[src/rtl/auction_stream_tracker.sv]
// rtl/auction_stream_tracker.sv - second-price auction stage over a bid stream
// Tracks best/second bids per round and holds the result until accepted.
module auction_stream_tracker #(
  parameter int W     = 16,
  parameter int N_MAX = 16,
  parameter int IDXW  = 4
) (
  input  logic            clk,
  input  logic            rst,
  input  logic            bid_valid,
  output logic            bid_ready,
  input  logic [W-1:0]    bid_value,
  input  logic            bid_last,
  output logic            res_valid,
  input  logic            res_ready,
  output logic [IDXW-1:0] res_winner,
  output logic [W-1:0]    res_price,
  output logic            res_nobid,
  output logic [IDXW:0]   res_count
);

  typedef enum logic {COLLECT, HOLD} state_t;

  state_t          state;
  logic [IDXW:0]   count;
  logic [W-1:0]    best;
  logic [W-1:0]    second;
  logic [IDXW-1:0] best_idx;
  logic            anyz;

  logic            xfer;
  logic            beats_best;
  logic            beats_second;
  logic [W-1:0]    n_best;
  logic [W-1:0]    n_second;
  logic [IDXW-1:0] n_idx;
  logic [IDXW:0]   n_count;
  logic            n_anyz;
  logic            close;

  // Post-update view of the round, shared by the accumulators and the result load
  always_comb begin
    xfer         = bid_valid & bid_ready;
    beats_best   = bid_value > best;
    beats_second = bid_value > second;
    n_best       = beats_best ? bid_value : best;
    n_idx        = beats_best ? count[IDXW-1:0] : best_idx;
    n_second     = beats_best ? best : (beats_second ? bid_value : second);
    n_count      = count + 1'b1;
    n_anyz       = anyz | (bid_value != '0);
    close        = bid_last | (n_count == (IDXW+1)'(N_MAX));
  end

  always_ff @(posedge clk) begin
    if (rst) begin
      state      <= COLLECT;
      count      <= '0;
      best       <= '0;
      second     <= '0;
      best_idx   <= '0;
      anyz       <= 1'b0;
      bid_ready  <= 1'b1;
      res_valid  <= 1'b0;
      res_winner <= '0;
      res_price  <= '0;
      res_nobid  <= 1'b0;
      res_count  <= '0;
    end else begin
      case (state)
        COLLECT: begin
          if (xfer) begin
            if (close) begin
              res_winner <= n_idx;
              res_price  <= (n_count >= (IDXW+1)'(2)) ? n_second : '0;
              res_nobid  <= ~n_anyz;
              res_count  <= n_count;
              res_valid  <= 1'b1;
              bid_ready  <= 1'b0;
              state      <= HOLD;
              count      <= '0;
              best       <= '0;
              second     <= '0;
              best_idx   <= '0;
              anyz       <= 1'b0;
            end else begin
              count    <= n_count;
              best     <= n_best;
              second   <= n_second;
              best_idx <= n_idx;
              anyz     <= n_anyz;
            end
          end
        end
        HOLD: begin
          if (res_ready) begin
            res_valid <= 1'b0;
            bid_ready <= 1'b1;
            state     <= COLLECT;
          end
        end
      endcase
    end
  end

endmodule

[config.mk]
export PLATFORM = sky130hd
export DESIGN_NAME = auction_stream_tracker
export DESIGN_NICKNAME = d
export VERILOG_FILES = /design/src/rtl/auction_stream_tracker.sv
export SDC_FILE = /design/constraint.sdc
export NUM_CORES = 1
export LEC_CHECK = 0
export CORE_ASPECT_RATIO = 0.75
export CORE_MARGIN = 5
export CORE_UTILIZATION = 51
export DETAILED_ROUTE_END_ITERATION = 10
export PLACE_DENSITY = 0.76
export SLEW_MARGIN = 5
export SYNTH_ARGS = -nofsm -noshare
export SYNTH_HDL_FRONTEND = slang
export SYNTH_SLANG_ARGS = --single-unit
[constraint.sdc]
create_clock -name clk -period 2.76 [get_ports clk]
set_clock_uncertainty 0.05 [all_clocks]
set_input_delay 0.69 -clock clk [delete_from_list [all_inputs] [get_ports clk]]
set_output_delay 0.69 -clock clk [all_outputs]
set_load 0.02 [all_outputs]
==> reports/results.ini <==
[run_status]
status = finished clean

[critical_path]
reg2reg_setup_slack_ns = 0.11
path_class = input port to flip-flop
path_max_fanout = 16
cp_num_buf_inv = 1
arrival_ns = 2.95
r2r-end = best[2]
rr_startpoint = best[6]
required_ns = 2.95
startpoint_type = input port
crit_family = compound AO/OA/AOI/OAI gates
crit_path_end_kind = flip-flop
cp_num_cells = 8
r2r_cells = 8
crit_slowest_cell = o31a_4
crit_start = bid_value[5]
worstPathCellList = dlygate4sd2_1 > ha_4 > a41oi_2 > o21ai_1 > a2111o_1 > o31a_4 > and2_2 > a32o_1
critPathMaxStageDelay_ns = 0.43
critPathCapture = best[2]

[layout]
design_area_sq_um = 5918
instances_no_fill = 695
synthToLayoutAreaGrowth_pct = 40.02
antenna_cells = 0
nets = 641
layout-drive-gt1-share_pct = 27.63
fillerInstances = 579

[clock_network]
clk_pin_slew_ns = 0.08
htree_levels = 3
clock-sinks = 71
cts_buffers = 9
clock_latency_ns = 0.36
root_buffer = clkbuf_8
clock_path_buffers = 2
cts_tree = done
ctsHoldBuffers = 0

[global_routing]
overflow = 0
antenna_found_initial = 0
grt_use_total_pct = 28.44
grt_max_degree = 33
grt_pass1_wl_um = 22330
grt_pass1_vias = 4130

[drt]
wirelength_um = 14570
ant_nets = 0
drtIter0Drc = 525
dr.pass1.iters = 5
m1WireLength_um = 6613
viasPerCell = 6.462
top_layer_used = met4
drc = 0
vias = 4491
dr_wl_met2_um = 5875
wl_per_cell_um = 20.97
wl_met3_um = 1875

[run]
maxCapViolCount = 0

[timing]
setup_tns_ns = 0
tightestPinTransition_ns = 1.169
report.final.slew_viol_count = 0
slew-limit-headroom_pct = 21.80
rsz0062_at_grt = yes
fin_crit_ns = 2.757
hold_violations = 0
fmax_mhz = 362.7
fin_crit_sh_pct = 99.88
setup_viol = 0

[logic_synthesis]
synth-edff-count = 0
ys.flop_type = dfxtp_1
yosysUniqueCellTypes = 52
yosys-top-cells-area = dfxtp_1 34%, ha_1 10%, nand2_1 4.4%
synth.net_count = 542
synthCells = 486
syn_area_sq_um = 4227
synth_top_area_share_pct = 33.63
synth.avg_cell_area_sq_um = 8.697
synth-seq-area-share_pct = 33.63
synthArstFlopShare_pct = 0
yosysTopAreaCell = dfxtp_1
ys_seq_elements = 71
yosys_warnings = 0

[placement]
place_congestion = 0.9250
dpl_cell_area_sq_um = 5209
portBuffers = 48
placedCellCount = 668
dp_hpwl_um = 10020

[min_path]
hold_path.class = flip-flop to flip-flop
holdPathStages = 2

[power]
power.total_w = 0.002588
ir_drop_v = 0.0003645
p_per_area_nw_per_um2 = 437.3
p_leak_nw = 2.106

[die]
ios = 49
rows = 28
core_sq_um = 7988
initial_core_util_pct = 52.91
die_x_um = 115.1
die_h_um = 88.84
die_area_sq_um = 10230

## layer usage
layer  vias up  track usage [%]
met2       271            38.18
li1       2074                -
met4         0            8.209
met3        24            9.569
met5         -                0
met1      2122            42.55
## cell usage after synthesis (3+ instances only)
cell,number
a211oi_1,3
a21oi_1,20
a311oi_1,20
a31oi_1,16
a32o_1,16
and2_1,3
buf_2,18
buf_6,4
clkbuf_1,16
dfxtp_1,71
ha_1,35
inv_1,37
mux2i_1,4
nand2_1,50
nand3_1,4
nand4_1,10
nor2_1,39
nor2b_1,3
nor3_1,5
nor4_1,5
o211ai_1,18
o21ai_0,8
o221ai_1,15
o31ai_1,16
o32ai_1,16
## cell families after synthesis
family / count (synthesis) / synth area share (%)
flip-flops: 71 / 33.63
adder cells (fa/ha/maj): 35 / 10.36
XOR/XNOR: 3 / 0.6218
AND/OR/NAND/NOR: 129 / 14.48
AO/OA/AOI/OAI: 169 / 32.06
multiplexers: 4 / 0.9473
buffers and inverters: 75 / 7.904
## per-stage QoR
stage               setup slack [ns]  hold WS, ns  utilization [%]
floorplan                    0.05061       0.4042                -
global placement             -0.7102       0.3871            65.21
detailed placement           -0.7626       0.3906            65.21
CTS                        -0.001136       0.4086            71.59
global route                -0.05293       0.4252            74.09
finish                      0.003259       0.4010            74.09
## registers in the layout (all words and copies together), names as in the netlist
name / count
best: 16
res_price: 16
second: 16
count: 5
res_count: 5
best_idx: 4
res_winner: 4
anyz: 1
bid_ready: 1
res_nobid: 1
res_valid: 1
state: 1
## power breakdown
part / switching (W) / internal, W / leakage (nW)
combinational: 0.000363 / 0.000286 / 1.43
sequential: 0.0000260 / 0.00106 / 0.575
clock: 0.000434 / 0.000423 / 0.0968
## worst min-delay path, cell delays in order (launching register included)
cell and delay (ns):
dfxtp_1 0.33, nand2_1 0.05, o31ai_1 0.05
## cell usage in the layout (no fill, tap or decap), types with 6 or more instances in the layout
| cell | n |
|---|---|
| o221ai_1 | 14 |
| inv_1 | 37 |
| clkdlybuf4s50_1 | 32 |
| o21ai_0 | 6 |
| buf_4 | 64 |
| nand4_1 | 10 |
| buf_12 | 6 |
| a21oi_1 | 17 |
| ha_4 | 11 |
| a32o_1 | 16 |
| nand2_1 | 47 |
| clkbuf_8 | 9 |
| o31ai_1 | 16 |
| a311oi_2 | 16 |
| clkbuf_2 | 7 |
| ha_1 | 24 |
| dfxtp_1 | 71 |
| nor2_1 | 39 |
| a31oi_1 | 14 |
| o32ai_1 | 10 |
| o211ai_1 | 18 |
## cell type report
cell class / instances / area (sq um) / area share, %
multi-input cells: 341 / 2898 / 48.96
flip-flops and latches: 71 / 1421 / 24.02
repair buffers: 125 / 1132 / 19.13
inverters: 37 / 138.9 / 2.347
well taps: 105 / 131.4 / 2.220
clock buffers: 10 / 127.6 / 2.156
clock inverters: 6 / 68.82 / 1.163
## worst min-delay path by stage
stage	startpoint	to	slack [ns]
final	res_price[8]	res_price[8]	0.40
after global routing	res_price[13]	res_price[13]	0.43
after CTS	res_price[8]	res_price[8]	0.41
after detailed placement	res_price[8]	res_price[8]	0.39
after global placement	res_price[10]	res_price[10]	0.39
after floorplan	best_idx[3]	best_idx[3]	0.40
## repair_timing
| item | CTS | global route |
|---|---|---|
| pin swaps | 37 | 16 |
| endpoints found under the setup margin | 56 | 53 |
| buffers inserted | 8 | 3 |
| gates cloned | 3 | 2 |
| resized for setup | 63 | 40 |
Note: power is estimated with default switching activity, not from simulation.
